--- src/rtl/shift_pipe_pkg.sv ---
// Shared op encodings and width helpers for the pipelined barrel shifter.
package shift_pkg;

  typedef enum logic [1:0] {
    OP_SLL = 2'b00,
    OP_SRL = 2'b01,
    OP_SRA = 2'b10,
    OP_ROR = 2'b11
  } shift_op_e;

  // Number of log-shift steps needed to cover any shift of a w-bit word.
  function automatic int log2w(input int w);
    int r;
    r = 0;
    for (int i = 0; i < 31; i++) begin
      if ((1 << i) < w) r = i + 1;
    end
    return r;
  endfunction

endpackage

--- src/rtl/shift_pipe_if.sv ---
// Request/result handshake bundle for shift_pipe; slave is the shifter's view.
interface shift_pipe_if
  import shift_pkg::*;
#(
  parameter int W     = 32,
  parameter int TAG_W = 5
);
  localparam int LOG2W = log2w(W);

  logic             in_valid;
  logic             in_ready;
  logic [W-1:0]     in_data;
  logic [LOG2W-1:0] in_shamt;
  logic [1:0]       in_op;
  logic [TAG_W-1:0] in_tag;

  logic             out_valid;
  logic             out_ready;
  logic [W-1:0]     out_data;
  logic [TAG_W-1:0] out_tag;
  logic             out_zero;

  modport slave (
    input  in_valid, in_data, in_shamt, in_op, in_tag, out_ready,
    output in_ready, out_valid, out_data, out_tag, out_zero
  );

  modport master (
    output in_valid, in_data, in_shamt, in_op, in_tag, out_ready,
    input  in_ready, out_valid, out_data, out_tag, out_zero
  );

endinterface

--- src/rtl/shift_pipe_step.sv ---
// One combinational log-shift step of fixed distance DIST; passes data through when en is low.
module shift_step
  import shift_pkg::*;
#(
  parameter int W    = 32,
  parameter int DIST = 1
) (
  input  logic [W-1:0] data,
  input  logic [1:0]   op,
  input  logic         fill,
  input  logic         en,
  output logic [W-1:0] shifted
);

  always_comb begin
    shifted = data;
    if (en) begin
      case (op)
        OP_SLL:  shifted = {data[W-DIST-1:0], {DIST{1'b0}}};
        OP_SRL:  shifted = {{DIST{1'b0}}, data[W-1:DIST]};
        // fill is the original operand sign, not this step's msb
        OP_SRA:  shifted = {{DIST{fill}}, data[W-1:DIST]};
        default: shifted = {data[DIST-1:0], data[W-1:DIST]};
      endcase
    end
  end

endmodule

--- src/rtl/shift_pipe.sv ---
// Pipelined barrel shifter: LAT register stages, each applying STEPS_PER_CYCLE log steps,
// with bubble-collapsing valid/ready flow control.
module shift_pipe
  import shift_pkg::*;
#(
  parameter int W               = 32,
  parameter int STEPS_PER_CYCLE = 1,
  parameter int TAG_W           = 5
) (
  input logic         clock,
  input logic         reset,
  shift_pipe_if.slave bus
);

  localparam int LOG2W = log2w(W);
  localparam int LAT   = LOG2W / STEPS_PER_CYCLE;

  logic [W-1:0]     src_data  [LAT];
  logic [LOG2W-1:0] src_shamt [LAT];
  logic [1:0]       src_op    [LAT];
  logic [TAG_W-1:0] src_tag   [LAT];
  logic             src_fill  [LAT];
  logic             src_valid [LAT];
  logic [W-1:0]     res_data  [LAT];

  logic [W-1:0]     st_data   [LAT];
  logic [LOG2W-1:0] st_shamt  [LAT];
  logic [1:0]       st_op     [LAT];
  logic [TAG_W-1:0] st_tag    [LAT];
  logic             st_fill   [LAT];
  logic             st_valid  [LAT];

  logic [LAT-1:0]   valid_vec;
  logic [LAT-1:0]   adv;

  for (genvar k = 0; k < LAT; k++) begin : g_stage
    if (k == 0) begin : g_head
      assign src_data[k]  = bus.in_data;
      assign src_shamt[k] = bus.in_shamt;
      assign src_op[k]    = bus.in_op;
      assign src_tag[k]   = bus.in_tag;
      assign src_fill[k]  = bus.in_data[W-1];
      assign src_valid[k] = bus.in_valid;
    end else begin : g_body
      assign src_data[k]  = st_data[k-1];
      assign src_shamt[k] = st_shamt[k-1];
      assign src_op[k]    = st_op[k-1];
      assign src_tag[k]   = st_tag[k-1];
      assign src_fill[k]  = st_fill[k-1];
      assign src_valid[k] = st_valid[k-1];
    end

    for (genvar j = 0; j < STEPS_PER_CYCLE; j++) begin : g_step
      localparam int BIT = k * STEPS_PER_CYCLE + j;
      logic [W-1:0] d;
      logic [W-1:0] q;

      if (j == 0) begin : g_first
        assign d = src_data[k];
      end else begin : g_next
        assign d = g_step[j-1].q;
      end

      shift_step #(
        .W    (W),
        .DIST (1 << BIT)
      ) u_step (
        .data    (d),
        .op      (src_op[k]),
        .fill    (src_fill[k]),
        .en      (src_shamt[k][BIT]),
        .shifted (q)
      );
    end

    assign res_data[k]  = g_step[STEPS_PER_CYCLE-1].q;
    assign valid_vec[k] = st_valid[k];

    // Unrolled advance chain: a stage moves if any slot at or beyond it is empty,
    // or the consumer is taking the head result.
    assign adv[k] = ~(&valid_vec[LAT-1:k]) | bus.out_ready;

    always_ff @(posedge clock) begin
      if (reset) begin
        st_valid[k] <= 1'b0;
      end else if (adv[k]) begin
        st_valid[k] <= src_valid[k];
      end
    end

    always_ff @(posedge clock) begin
      if (adv[k]) begin
        st_data[k]  <= res_data[k];
        st_shamt[k] <= src_shamt[k];
        st_op[k]    <= src_op[k];
        st_tag[k]   <= src_tag[k];
        st_fill[k]  <= src_fill[k];
      end
    end
  end

  assign bus.in_ready  = adv[0];
  assign bus.out_valid = st_valid[LAT-1];
  assign bus.out_data  = st_data[LAT-1];
  assign bus.out_tag   = st_tag[LAT-1];
  assign bus.out_zero  = ~|st_data[LAT-1];

endmodule

--- src/flat_wrapper.sv ---
// flat-port wrapper written by rule: the top's interface ports become plain ports
module shift_pipe_flat import shift_pkg::*;
#(
  parameter int W               = 32,
  parameter int STEPS_PER_CYCLE = 1,
  parameter int TAG_W           = 5
)
  (clock, reset, bus_in_valid, bus_in_data, bus_in_shamt, bus_in_op, bus_in_tag, bus_out_ready, bus_in_ready, bus_out_valid, bus_out_data, bus_out_tag, bus_out_zero);
  shift_pipe_if #(.W(W), .TAG_W(TAG_W)) bus_i ();
  input logic clock;
  input logic reset;
  input wire logic [$bits(bus_i.in_valid)-1:0] bus_in_valid;
  input wire logic [$bits(bus_i.in_data)-1:0] bus_in_data;
  input wire logic [$bits(bus_i.in_shamt)-1:0] bus_in_shamt;
  input wire logic [$bits(bus_i.in_op)-1:0] bus_in_op;
  input wire logic [$bits(bus_i.in_tag)-1:0] bus_in_tag;
  input wire logic [$bits(bus_i.out_ready)-1:0] bus_out_ready;
  output wire logic [$bits(bus_i.in_ready)-1:0] bus_in_ready;
  output wire logic [$bits(bus_i.out_valid)-1:0] bus_out_valid;
  output wire logic [$bits(bus_i.out_data)-1:0] bus_out_data;
  output wire logic [$bits(bus_i.out_tag)-1:0] bus_out_tag;
  output wire logic [$bits(bus_i.out_zero)-1:0] bus_out_zero;
  assign bus_i.in_valid = bus_in_valid;
  assign bus_i.in_data = bus_in_data;
  assign bus_i.in_shamt = bus_in_shamt;
  assign bus_i.in_op = bus_in_op;
  assign bus_i.in_tag = bus_in_tag;
  assign bus_i.out_ready = bus_out_ready;
  assign bus_in_ready = bus_i.in_ready;
  assign bus_out_valid = bus_i.out_valid;
  assign bus_out_data = bus_i.out_data;
  assign bus_out_tag = bus_i.out_tag;
  assign bus_out_zero = bus_i.out_zero;
  shift_pipe #(.W(W), .STEPS_PER_CYCLE(STEPS_PER_CYCLE), .TAG_W(TAG_W)) u_core (.clock(clock), .reset(reset), .bus(bus_i));
endmodule
--- config.mk ---
export PLATFORM = sky130hd
export DESIGN_NAME = shift_pipe_flat
export DESIGN_NICKNAME = d
export VERILOG_FILES = /design/src/rtl/shift_pipe_pkg.sv /design/src/rtl/shift_pipe_if.sv /design/src/rtl/shift_pipe_step.sv /design/src/rtl/shift_pipe.sv /design/src/flat_wrapper.sv
export SDC_FILE = /design/constraint.sdc
export NUM_CORES = 1
export LEC_CHECK = 0
export ABC_AREA = 1
export CAP_MARGIN = 10
export CORE_MARGIN = 1.5
export CORE_UTILIZATION = 39
export DETAILED_ROUTE_END_ITERATION = 10
export PLACE_DENSITY = 0.62
export RECOVER_POWER = 50
export REMOVE_ABC_BUFFERS = 1
export SLEW_MARGIN = 25
export SYNTH_ARGS = -nofsm -noshare
export SYNTH_HDL_FRONTEND = slang
export SYNTH_SLANG_ARGS = --single-unit
--- constraint.sdc ---
create_clock -name clock -period 6.5 [get_ports clock]
set_input_delay 1.3 -clock clock [delete_from_list [all_inputs] [get_ports clock]]
set_output_delay 1.3 -clock clock [all_outputs]
set_load 0.02 [all_outputs]
# Yosys cells after proc, flatten, opt, wreduce, memory -nomap -nowiden
# Memories as Yosys holds them, arrays and structs flattened.
# Cells that the tools add are included.
[totals]
reg_bits = 0
output_inout_bits = 40
ramBits = 230
word_cells = 79
inputBits = 48
n_memories = 6
[memory_table]
columns = ["name", "depth", "width", "read_ports", "rd_clocked_by_memory_dff", "write_ports", "line", "text"]
rows = [
  ["u_core.st_data", 5, 32, 5, 0, 5, "shift_pipe.sv:26", "logic [W-1:0] st_data [LAT];"],
  ["u_core.st_shamt", 5, 5, 4, 0, 5, "shift_pipe.sv:27", "logic [LOG2W-1:0] st_shamt [LAT];"],
  ["u_core.st_tag", 5, 5, 5, 0, 5, "shift_pipe.sv:29", "logic [TAG_W-1:0] st_tag [LAT];"],
  ["u_core.st_op", 5, 2, 4, 0, 5, "shift_pipe.sv:28", "logic [1:0] st_op [LAT];"],
  ["u_core.st_fill", 5, 1, 4, 0, 5, "shift_pipe.sv:30", "logic st_fill [LAT];"],
  ["u_core.st_valid", 5, 1, 5, 0, 5, "shift_pipe.sv:31", "logic st_valid [LAT];"],
]
[classes]
muxes = 37
bitwise_logic = 15
reduce_logical = 11
n_eq_ne = 10
[op_table]
columns = ["op", "count"]
rows = [
  ["32-bit case mux with 3 select lines", 5],
  ["32-bit 2-to-1 mux", 5],
  ["32-bit OR reduction", 1],
  ["1-bit 2-to-1 mux", 27],
  ["2-bit by 1-bit == test with 1-bit output (second input constant)", 5],
  ["2-bit == test (second input constant)", 5],
  ["2-bit logical NOT", 5],
  ["1-bit OR", 10],
  ["1-bit inverter", 5],
  ["5-bit AND reduction", 1],
  ["4-bit AND reduction", 1],
  ["3-bit AND reduction", 1],
  ["2-bit AND reduction", 1],
  ["1-bit logical NOT", 1],
]

# Longest topological paths before layout
# Gate-level depths: netlist of run 1.
[logic_depth]
ltp_word = 7
ltp_mapped = 6
ltp_nobuf = 5

# Cells and area by module
# A second synthesis of run 1 with hierarchy kept.
[unflattened]
cells_unflattened = 1159
hier_area_um2 = 10746.6
[by_module_without_submodules]
columns = ["module", "seq_area_each_um2", "n_inst", "cells_each", "area_per_inst_um2"]
rows = [
  ["shift_pipe", 6366.1, 1, 270, 6621.4],
  ["shift_step (u_core.g_stage[4].g_step[0].u_step)", 0.0, 1, 163, 838.3],
  ["shift_step (u_core.g_stage[1].g_step[0].u_step)", 0.0, 1, 180, 833.3],
  ["shift_step (u_core.g_stage[2].g_step[0].u_step)", 0.0, 1, 181, 832.0],
  ["shift_step (u_core.g_stage[0].g_step[0].u_step)", 0.0, 1, 179, 818.3],
  ["shift_step (u_core.g_stage[3].g_step[0].u_step)", 0.0, 1, 186, 803.3],
]

# Worst setup path before layout of run 1
# OpenSTA, ideal clock, no wires.
[synth_path]
path_type = "input -> output"
from = "in bus_out_ready"
to = "out bus_in_ready"
n_path_buf = 0
path_stages = 2
setup_slack_ns = 2.635
required_time_ns = 5.200
arrival_time_ns = 2.565
cell_sequence = "inv_1 -> nand3_1"
[synth_via]
elab_chain_cells = 1
[synth_lines]
columns = ["element", "line", "text"]
rows = [
  ["start, declared", "flat_wrapper.sv:17", "input wire logic [$bits(bus_i.out_ready)-1:0] bus_out_ready;"],
  ["1-bit OR", "shift_pipe.sv:81", "assign adv[k] = ~(&valid_vec[LAT-1:k]) | bus.out_ready;"],
  ["end, declared", "flat_wrapper.sv:18", "output wire logic [$bits(bus_i.in_ready)-1:0] bus_in_ready;"],
]
# No other way between the ends.

# Worst setup path after layout of run 1
# Ends and elaborated chain as after synthesis.

==> qor.txt, run 1 <==
Clock power frac = 0.409
Seq pwr share = 0.491
Clk slew on worst S/H paths = 50 ps
Layout Nets = 1092
Internal power = 2797 µW
Slowest CP cell = clkdlybuf4s50_1
CTS Hold Buffers Added = 0
DRT iter0 DRCs = 363
Fin crit share = 0.6184
Number of global-route vias before repair = 6094
GRT Total Usage = 0.1398
Global-route wire length before repair = 29.93 mm
Worst hold start = u_core.st_tag[1][0]
Worst setup SP type = input port
DR WL/cell = 13.19 µm
Reg2Reg Depth = 4
Clk sinks = 212
RSZ-0062 raised after global routing = no
Synth cell types = 26
Vias = 6731
FF-to-FF setup slack = 3300 ps
Routability cong. = 0.8363
CP Buf/Inv Count = 3
Commonest cells post-synth = 212 x edfxtp_1, 183 x nor2_1, 174 x nand2_1
Hold Violations, Final = 0
Count leader, synth = edfxtp_1
Io pins = 88
FF+latch count, synth = 212
Post-CTS Setup Repair Bufs = 0
Chip height = 161.6 µm
Worst Path Arrival = 2720 ps
Worst path max stage delay = 630 ps
First drt pass iteration count = 5
Root Buffer = clkbuf_16
Area delta synth->final = 18.89%
Yosys top cell area share = 0.6486
Hold slack = 412.9 ps
Core area = 24530 µm²
Pin count of the biggest net entering global routing = 50
TNS Setup = 0 ps
CP required = 5200 ps
Slew at the pin closest to its max-slew limit = 1951 ps
GR Overflow Total = 0
Initial core utilization = 0.4000
Worst-path maximum fanout = 3
Leakage = 0.004447 µW
Async set-reset flop share out of synthesis = 0
P_sw = 792.2 µW
Slew Viols, Final = 162
CTS max path bufs = 3
Clock Skew = 7.036 ps
VDD IR-drop max = 0.1438 mV
Synth Cell Area = 9814 µm²
Final WL = 18.27 mm
DP Wirelength = 12.88 mm
Worst hold path class = register to register
CTS tree = built
Pwr Density = 307.6 nW/µm²
Register area share after synthesis = 0.6486
Combinational power share = 0.101
Crit Path Category = input port to output pin
PortBufs = 87
# diodes = 0
Leading post-synthesis cells by cell area = edfxtp_1 65%, nor2_1 7.0%, nand2_1 6.7%
Endpoints failing setup = 0
Reg2reg end = u_core.st_data[0][43]
Hold Path Depth = 0
Worst reg2reg startpoint = u_core.st_op[0][0]
Share of layout cells above drive strength 1 = 0.04901
Failing checks = capacitance limit, slew limit
# Max-Cap Violations = 4
Drt drc = 0
Worst-skew pair later-pin latency = 500 ps
Type of element capturing the critical path = output pin
Post-synthesis instance total = 976
Sw frac = 0.2207
Status = complete, but fails checks
Hold Path End = u_core.st_tag[2][0]
Fmax = 248.8 MHz
Crit path cell chain = dlygate4sd3_1, inv_1, nand3_2, clkdlybuf4s50_1
Main synth FF type = edfxtp_1
Die W = 161.6 µm
Initial antenna violation count = 0
CP top delay family = buffers and inverters
# rows = 57
Post-synth EDFFs = 212
Synthesis Warnings = 0
Syn_area_per_cell = 10.06 µm²
Synth area leader = edfxtp_1
# H-tree levels = 1
CTS Buf Count = 24
Avg Vias per Cell = 4.860
CTS resizes = 0
Rel. slew slack = -0.3004
DIE AREA = 26130 µm²
Fin crit period = 4020 ps
Detail Route Antenna Nets = 0
==> per-stage QoR <==
step           worst slack, ps  instance area, µm²  std cells  utilization  total power, µW
2_1_floorplan             2635                9475        923            -             1979
3_3_place_gp              2495               10820       1342       0.4409             2151
3_5_place_dp              2498               10820       1342       0.4409             2158
4_1_cts                   2489               11700       1385       0.4768             3631
5_1_grt                   2375               11670       1385       0.4756             3743
6_report                  2480               11670       1385       0.4756             3589
==> logic make-up (layout without fill, tap and decap cells) <==
| logic type | count (synthesis) | in the layout | synth area share |
|---|---|---|---|
| and+or+nand+nor | 403 | 403 | 0.1638 |
| DFF | 212 | 212 | 0.6486 |
| buffers and inverters | 102 | 187 | 0.05329 |
| AOI/OAI and AO/OA | 259 | 259 | 0.1342 |
==> flip-flops by register name (all words and copies together) (netlist names) <==
| signal | count |
|---|---|
| u_core.st_op | 8 |
| u_core.st_fill | 4 |
| u_core.st_tag | 25 |
| u_core.st_data | 160 |
| u_core.st_valid | 5 |
| u_core.st_shamt | 10 |
==> power groups by stage <==
| stage | Combinational (µW) | Clock, µW | Sequential [µW] |
|---|---|---|---|
| finish | 361 | 1470 | 1760 |
| global route | 406 | 1560 | 1780 |
| CTS | 370 | 1500 | 1760 |
| global placement | 365 | 0 | 1790 |
| detailed placement | 369 | 0 | 1790 |
| floorplan | 172 | 0 | 1810 |
==> worst max-delay path by stage <==
| stage | startpoint | end | depth (start not counted) |
|---|---|---|---|
| after CTS | bus_out_ready | bus_in_ready | 4 |
| after global routing | bus_out_ready | bus_in_ready | 4 |
| after global placement | bus_out_ready | bus_in_ready | 4 |
| after floorplan | bus_out_ready | bus_in_ready | 2 |
| after detailed placement | bus_out_ready | bus_in_ready | 4 |
| final | bus_out_ready | bus_in_ready | 4 |
==> worst reg2reg max path, cell delays in order (launching register included) <==
cell and delay, ps:
edfxtp_1 440, nor2_1 1170, inv_1 870, nor2_1 360, o21ai_1 110
==> cell usage in the layout, fill, tap and decap left out, drive strengths merged <==
master / netlist / final
nor2: 188 / 188
nand2: 177 / 177
clkbuf: 14 / 31
inv: 48 / 48
o21a: 1 / 1
o21ai: 242 / 242
dlygate4sd3: 0 / 14
nand3: 34 / 34
nor3: 1 / 1
clkinv: 1 / 10
clkdlybuf4s50: 0 / 73
a21oi: 16 / 16
bufinv: 0 / 7
buf: 39 / 4
nand3b: 3 / 3
edfxtp: 212 / 212
==> metal layers <==
metal,track usage,part of all wire,vias up
li1,-,-,3495
met1,0.1830,0.46,3040
met2,0.2409,0.48,168
met3,0.02286,0.042,28
met4,0.03795,0.023,0
met5,0,0,-
==> final cells by class <==
| cell class | instances | area [µm²] |
|---|---|---|
| clock inverters | 16 | 247.7 |
| well taps | 324 | 405.4 |
| multi-input cells | 662 | 2917 |
| inverters | 49 | 183.9 |
| repair buffers | 95 | 915.9 |
| flip-flops and latches | 212 | 6366 |
| fillers | 2290 | 12860 |
| clock buffers | 27 | 633.1 |
(Power assumes the default switching activity.)
==> run 2, diff against run 1 <==
==> constraint.sdc (replaced) <==
create_clock -name clock -period 3.7 [get_ports clock]
set_input_delay 0.74 -clock clock [delete_from_list [all_inputs] [get_ports clock]]
set_output_delay 0.74 -clock clock [all_outputs]
set_load 0.02 [all_outputs]
==> qor.txt, run 2 (synthesis gave the netlist of run 1 again) <==
Status = complete, but fails checks
Failing checks = capacitance limit, slew limit
Slew Viols, Final = 130 (-20%)
Crit path cell chain = nor2_2, clkbuf_1, inv_1, nor2_1, o21ai_1
DP Wirelength = 12.94 mm (+0.44%)
CP top delay family = buffers and inverters
Worst hold path class = register to register
Worst-path maximum fanout = 29 (+26)
Clk slew on worst S/H paths = 60 ps (about the same)
Most common library cell in the layout ignoring fill and taps = edfxtp_1
FF-to-FF setup slack = 660 ps (-2640 ps)
Io pins = 88 (unchanged)
# rows = 57 (unchanged)
Leakage = 0.004391 µW (-1.3%)
DIE AREA = 26130 µm² (unchanged)
Fin util = 0.4704 (-0.005202)
Layout Nets = 1094 (+0.18%)
Max reg flops = 160 (unchanged)
Initial antenna violation count = 0 (unchanged)
Worst setup SP type = register
Number of global-route vias before repair = 6136 (+0.69%)
Area of the multi-input gates = 2909 µm² (-0.26%)
Area after DPL = 10840 µm² (+0.21%)
Worst path max stage delay = 980 ps (+350 ps)
Detail Route Antenna Nets = 0 (unchanged)
Post-CTS Setup Repair Bufs = 0 (unchanged)
DR WL/cell = 13.17 µm (-0.16%)
Drt drc = 0 (unchanged)
Fillers = 2375 (+3.7%)
Commonest non-fill, non-tap cells in the layout = 212 x edfxtp_1, 185 x nor2_1, 175 x nand2_1, 142 x o21ai_0, 96 x o21ai_1
Slew at the pin closest to its max-slew limit = 1980 ps (+29.44 ps)
Initial core utilization = 0.4000 (unchanged)
PortBufs = 87 (unchanged)
Worst Path Arrival = 3280 ps (+560 ps)
CTS tree = built
TNS Setup = 0 ps (unchanged)
Pwr Density = 516.3 nW/µm² (+68%)
Fin crit share = 0.8219
Clk sinks = 212 (unchanged)
Finished layout cell area = 11540 µm² (-1.1%)
DP Cell Count = 1345 (+0.22%)
Reg2Reg Depth = 5 (+1)
Share of layout cells above drive strength 1 = 0.04986 (+0.0008485)
First drt pass iteration count = 5 (unchanged)
CP required = 3940 ps (-1260 ps)
Avg Vias per Cell = 4.857 (about the same)
CTS Hold Buffers Added = 0 (unchanged)
Global-route wire length before repair = 30.00 mm (+0.23%)
Clock Skew = 6.255 ps (-0.7815 ps)
RSZ-0062 raised after global routing = no
Endpoints failing setup = 0 (unchanged)
Final non-filler cell total = 1387 (+0.14%)
Die W = 161.6 µm (unchanged)
Top reg by flops = u_core.st_data
Type of element capturing the critical path = register
Core area = 24530 µm² (unchanged)
Routability cong. = 0.8573 (+2.5%)
GRT Total Usage = 0.1399 (about the same)
CP Depth = 5 (+1)
Slowest CP cell = clkbuf_1
Fin crit period = 3041 ps
# H-tree levels = 1 (unchanged)
Chip height = 161.6 µm (unchanged)
Hold Path End = u_core.st_tag[4][3]
Worst hold start = u_core.st_tag[3][3]
Hold slack = 416.9 ps (+4.034 ps)
VDD IR-drop max = 0.2472 mV (+72%)
Hold Path Depth = 0 (unchanged)
Hold Violations, Final = 0 (unchanged)
DRT iter0 DRCs = 374 (+3.0%)
Worst reg2reg startpoint = u_core.st_op[0][3]
CTS max path bufs = 3 (unchanged)
CP Buf/Inv Count = 2 (-1)
CTS Buf Count = 23 (-4.2%)
Area delta synth->final = 17.59%
Rel. slew slack = -0.3200 (-0.01962)
# Max-Cap Violations = 3 (-1)
Worst-skew pair later-pin latency = 500 ps (about the same)
Vias = 6736 (+0.074%)
Reg area = 6366 µm² (unchanged)
GR Overflow Total = 0 (unchanged)
# diodes = 0 (unchanged)
Root Buffer = clkbuf_16
Crit Path Category = register to register
Reg2reg end = u_core.st_data[0][77]
Largest registers = u_core.st_data (160), u_core.st_tag (25), u_core.st_shamt (10)
Pin count of the biggest net entering global routing = 50 (unchanged)
Final WL = 18.27 mm (about the same)
CTS resizes = 0 (unchanged)
Fmax = 328.9 MHz
-- run 2: area by class of cell --
| class | count | area share |
|---|---|---|
| clock inverter | 16 | 0.01344 |
| inverter | 49 | 0.01594 |
| multi-input combinational | 662 | 0.2521 |
| tap | 324 | 0.03513 |
| timing repair buffer | 98 | 0.08098 |
| sequential | 212 | 0.5516 |
| clock buffer | 26 | 0.05085 |
-- run 2: worst max-delay path by stage --
stage | from | to
final | u_core.st_op[0][3] | u_core.st_data[0][77]
after global routing | u_core.st_op[0][3] | u_core.st_data[0][77]
after CTS | bus_out_ready | bus_in_ready
after detailed placement | bus_out_ready | bus_in_ready
after global placement | bus_out_ready | bus_in_ready
after floorplan | bus_out_ready | bus_in_ready
-- run 2: metal layers --
metal  global-route usage  part of all wire  routed length [µm]
met4              0.04796             0.030                 547
met2               0.2392              0.47                8597
met5                    0                 0                   0
met3              0.02234             0.040                 723
met1               0.1811              0.46                8398
-- run 2: stage by stage --
step | setup WS (ps) | power, µW
floorplan | 955.0 | 3476
global placement | 817.0 | 3779
detailed placement | 821.3 | 3794
CTS | 812.3 | 6035
global route | 486.4 | 6219
finish | 659.1 | 5959
-- run 2: power breakdown --
| group | switching (µW) | total [µW] | internal (µW) |
|---|---|---|---|
| Clock | 879 | 2230 | 1350 |
| Combinational | 366 | 639 | 273 |
| Sequential | 157 | 3090 | 2940 |
==> run 3, diff against run 2 <==
--- a/config.mk
+++ b/config.mk
@@ -10,7 +10,7 @@
 export CORE_MARGIN = 1.5
 export CORE_UTILIZATION = 39
 export DETAILED_ROUTE_END_ITERATION = 10
-export PLACE_DENSITY = 0.62
+export PLACE_DENSITY = 0.64
 export RECOVER_POWER = 50
 export REMOVE_ABC_BUFFERS = 1
 export SLEW_MARGIN = 25
==> constraint.sdc (replaced) <==
create_clock -name clock -period 2.58 [get_ports clock]
set_input_delay 0.516 -clock clock [delete_from_list [all_inputs] [get_ports clock]]
set_output_delay 0.516 -clock clock [all_outputs]
set_load 0.02 [all_outputs]
==> qor.txt, run 3 (synthesis gave the netlist of run 1 again) <==
Most common library cell in the layout ignoring fill and taps = edfxtp_1
Status = complete, but fails checks
Area delta synth->final = 17.94%
DR WL/cell = 12.77 µm (-3.1%)
DIE AREA = 26130 µm² (unchanged)
Number of global-route vias before repair = 6115 (-0.34%)
Final WL = 17.71 mm (-3.1%)
Slew at the pin closest to its max-slew limit = 1582 ps (-398.2 ps)
Type of element capturing the critical path = output pin
Global-route wire length before repair = 29.61 mm (-1.3%)
GRT Total Usage = 0.1375 (-0.002433)
# diodes = 0 (unchanged)
First drt pass iteration count = 5 (unchanged)
Largest registers = u_core.st_data (160), u_core.st_tag (25), u_core.st_shamt (10)
Root Buffer = clkbuf_16
Die W = 161.6 µm (unchanged)
Clock Skew = 11.28 ps (+5.025 ps)
Worst setup SP type = input port
GR Overflow Total = 0 (unchanged)
Leakage = 0.004416 µW (+0.56%)
CTS Hold Buffers Added = 0 (unchanged)
Fmax = 413.9 MHz
Detail Route Antenna Nets = 0 (unchanged)
Layout Nets = 1096 (+0.18%)
Post-CTS Setup Repair Bufs = 0 (unchanged)
CTS resizes = 0 (unchanged)
CP dominant cell by count = clkdlybuf4s50_1
VDD IR-drop max = 0.3471 mV (+40%)
Crit Path Category = input port to output pin
Io pins = 88 (unchanged)
Clk sinks = 212 (unchanged)
CTS max path bufs = 3 (unchanged)
Hold Violations, Final = 0 (unchanged)
Worst Path Arrival = 1900 ps (-1380 ps)
Drt drc = 0 (unchanged)
Pin count of the biggest net entering global routing = 49 (-2.0%)
Failing checks = capacitance limit, slew limit
Slowest CP cell = clkdlybuf4s50_1
CP required = 2060 ps (-1880 ps)
Avg Vias per Cell = 4.831 (-0.53%)
Crit path cell chain = clkdlybuf4s50_1, inv_1, nand3_2, clkdlybuf4s50_1
Clk slew on worst S/H paths = 60 ps (about the same)
Fillers = 2290 (-3.6%)
Rel. slew slack = -0.05457 (+0.2655)
DP Cell Count = 1347 (+0.15%)
PortBufs = 87 (unchanged)
Hold slack = 415.9 ps (-0.9990 ps)
Slew Viols, Final = 49 (-62%)
Initial core utilization = 0.4000 (unchanged)
Fin crit share = 0.9364
Core area = 24530 µm² (unchanged)
Final non-filler cell total = 1387 (unchanged)
Routability cong. = 0.8478 (-1.1%)
Pwr Density = 737.9 nW/µm² (+43%)
Top reg by flops = u_core.st_data
Area of the multi-input gates = 2919 µm² (+0.34%)
CTS Buf Count = 23 (unchanged)
# H-tree levels = 1 (unchanged)
DRT iter0 DRCs = 355 (-5.1%)
Reg area = 6366 µm² (unchanged)
Chip height = 161.6 µm (unchanged)
RSZ-0062 raised after global routing = no
# Max-Cap Violations = 1 (-2)
TNS Setup = 0 ps (unchanged)
Share of layout cells above drive strength 1 = 0.05644 (+0.006585)
Vias = 6700 (-0.53%)
Initial antenna violation count = 0 (unchanged)
Worst path max stage delay = 640 ps (-340 ps)
# rows = 57 (unchanged)
Worst-path maximum fanout = 3 (-90%)
DP Wirelength = 12.75 mm (-1.5%)
Commonest non-fill, non-tap cells in the layout = 212 x edfxtp_1, 186 x nor2_1, 174 x nand2_1, 171 x o21ai_0, 73 x clkdlybuf4s50_1
Worst-skew pair later-pin latency = 510 ps (about the same)
Worst hold path class = register to register
Endpoints failing setup = 0 (unchanged)
CTS tree = built
Max reg flops = 160 (unchanged)
Fin crit period = 2416 ps
## run 3: path summary, 6_finish.rpt
path | endpoint | slack (ps) | startpoint | depth (start not counted)
max | bus_in_ready | 160 | bus_out_ready | 4
min | u_core.st_tag[1][1] | 420 | u_core.st_tag[0][1] | 0
max reg2reg | u_core.st_data[0][81] | 330 | u_core.st_op[0][3] | 4
min reg2reg | u_core.st_tag[1][1] | 420 | u_core.st_tag[0][1] | 0
## run 3: power by group
part	total (µW)	leakage [µW]	internal, µW	switching (µW)
clock	3200	0.000357	1940	1260
sequential	4430	0.00231	4210	220
combinational	913	0.00175	390	523
total	8540	0.00442	6540	2000
## run 3: per-layer routing
metal	wire, µm	global-route usage
met5	0	0
met3	665	0.02209
met2	8353	0.2339
met1	8169	0.1785
met4	520	0.04796
## run 3: layout make-up
class                      count  area share
sequential                   212      0.5500
clock inverter                15     0.01427
inverter                      49     0.01589
timing repair buffer         100     0.08226
tap                          324     0.03502
multi-input combinational    662      0.2522
clock buffer                  25     0.05037
## run 3: per-stage QoR
step / cell area, µm² / setup WS (ps) / utilization / total power [µW]
2_1_floorplan: 9475 / -30.16 / - / 4985
3_3_place_gp: 10870 / 144.6 / 0.4429 / 5419
3_5_place_dp: 10870 / 140.8 / 0.4429 / 5440
4_1_cts: 11610 / 62.79 / 0.4734 / 8641
5_1_grt: 11570 / 31.29 / 0.4718 / 8917
6_report: 11570 / 164.0 / 0.4718 / 8541
## run 3: worst max-delay path: cells and delay by family
kind          cells  cell delay [ps]
buf+inv           3             1230
simple gates      1              160
==> patch: new RTL, config.mk and constraints of run 2 <==
Make the reset (`reset`) asynchronous in one clocked block.
--- a/src/rtl/shift_pipe.sv
+++ b/src/rtl/shift_pipe.sv
@@ -80,7 +80,7 @@
     // or the consumer is taking the head result.
     assign adv[k] = ~(&valid_vec[LAT-1:k]) | bus.out_ready;
 
-    always_ff @(posedge clock) begin
+    always_ff @(posedge clock or posedge reset) begin
       if (reset) begin
         st_valid[k] <= 1'b0;
       end else if (adv[k]) begin
Formal check against the unedited RTL: not equivalent (Yosys sat finds a counterexample within 10 cycles, from zero or initial values and one cycle with reset high; the reset may be asserted at any time).
==> patch against run 2 <==
- the flow still finishes with violations (max-capacitance violations, max-slew violations)
- synthesized area down 0.76%
- first-iteration DRC count rose by 16%
- largest cell class unchanged
- critical endpoint is now bus_in_ready
- routed wire length up 2.5%
- cell area is 0.66% lower
- setup slack lost 0.24 ns
- maximum frequency decreased by 7.2%
- sequential cell count unchanged
- count of clock-buffer cells in the layout is 6 higher
- die area fell by 0.75%
Power is not compared: it rests on default switching activity, and its combinational part moved more than twofold at a synthesized area within 25%.
==> patch: results (changes against run 2) <==
- The slowest stage of the critical path is the sky130_fd_sc_hd__clkdlybuf4s50_1 cell.
- The total of max-cap violations came to 3 (unchanged).
- Endpoint of the most critical setup path: bus_in_ready
* Max-slew violation total from the final report: 132 (+1.5%)
* Violated checks: max-capacitance violations, max-slew violations
- Worst Hold Launch: u_core.st_tag[0][2]$_DFFE_PP_
* Net total in the final layout: 1082 (-1.1%)
* Area of placed instances: 0.0108 sq mm (-0.60%)
- The fraction of final layout cells with drive strength greater than 1 is 4.86% (-0.12 points).
- Run status: finished with violations
- The count of flip-flops with a built-in enable after synthesis was 207 (-2.4%).
- Worst r2r dst: u_core.st_data[3][11]$_DFFE_PP_
* Global-route wire length before repair: 31600 um (+5.2%)
- The post-route clock skew is 0.00892 ns (+0.00267 ns).
* Origin of the worst setup path: bus_out_ready
- Slowest Stage Delay on Critical Path: 0.60 ns (-0.38 ns)
- Worst R2R Path Depth: 4 (-1)
- Worst Path Arrival: 2.54 ns (-0.74 ns)
* Wire length per cell: 13.6 um (+3.6%)
- The global routing usage summed across all routing layers is 14.7% (+0.75 points).
- Number of cells produced by synthesis: 963 (-1.3%)
* Register-to-register path setup slack: 0.93 ns (+0.27 ns)
- The proportion of synthesized flip-flops having asynchronous set or reset was 2.36% (+2.4 points).
* Final Routed Wirelength: 18700 um (+2.5%)
- Fraction of met2 tracks used by global routing: 25.1% (+1.1 points)
- By area the synthesized netlist is led by sky130_fd_sc_hd__edfxtp_1 64%, sky130_fd_sc_hd__nor2_1 6.9%, sky130_fd_sc_hd__o21ai_0 6.6%.
patch: cell count changes after synthesis, moves of 2 or more:
cell	run 2	this run
sky130_fd_sc_hd__buf_2	22	20
sky130_fd_sc_hd__dfrtp_1	0	5
sky130_fd_sc_hd__edfxtp_1	212	207
sky130_fd_sc_hd__nand2_1	174	170
sky130_fd_sc_hd__nor2_1	183	178
sky130_fd_sc_hd__o21ai_0	126	128
sky130_fd_sc_hd__o21ai_1	111	108
patch: final cells by class:
cell class	instances	area, sq um
multi-input combinational	650	2870
inverter	48	180
tap	324	405
clock inverter	8	126
clock buffer	32	609
sequential	212	6340
timing repair buffer	99	933
fill	2277	12900
patch: per-stage QoR:
step,util [%],hold slack [ns],setup WS [ns],TNS [ns]
after floorplan,-,0.400,-0.573,-25.67
after global placement,44.2,0.401,0.530,0
after detailed placement,44.2,0.405,0.543,0
after CTS,47.2,0.402,0.521,0
after global routing,47.0,0.408,0.330,0
final,47.0,0.410,0.423,0
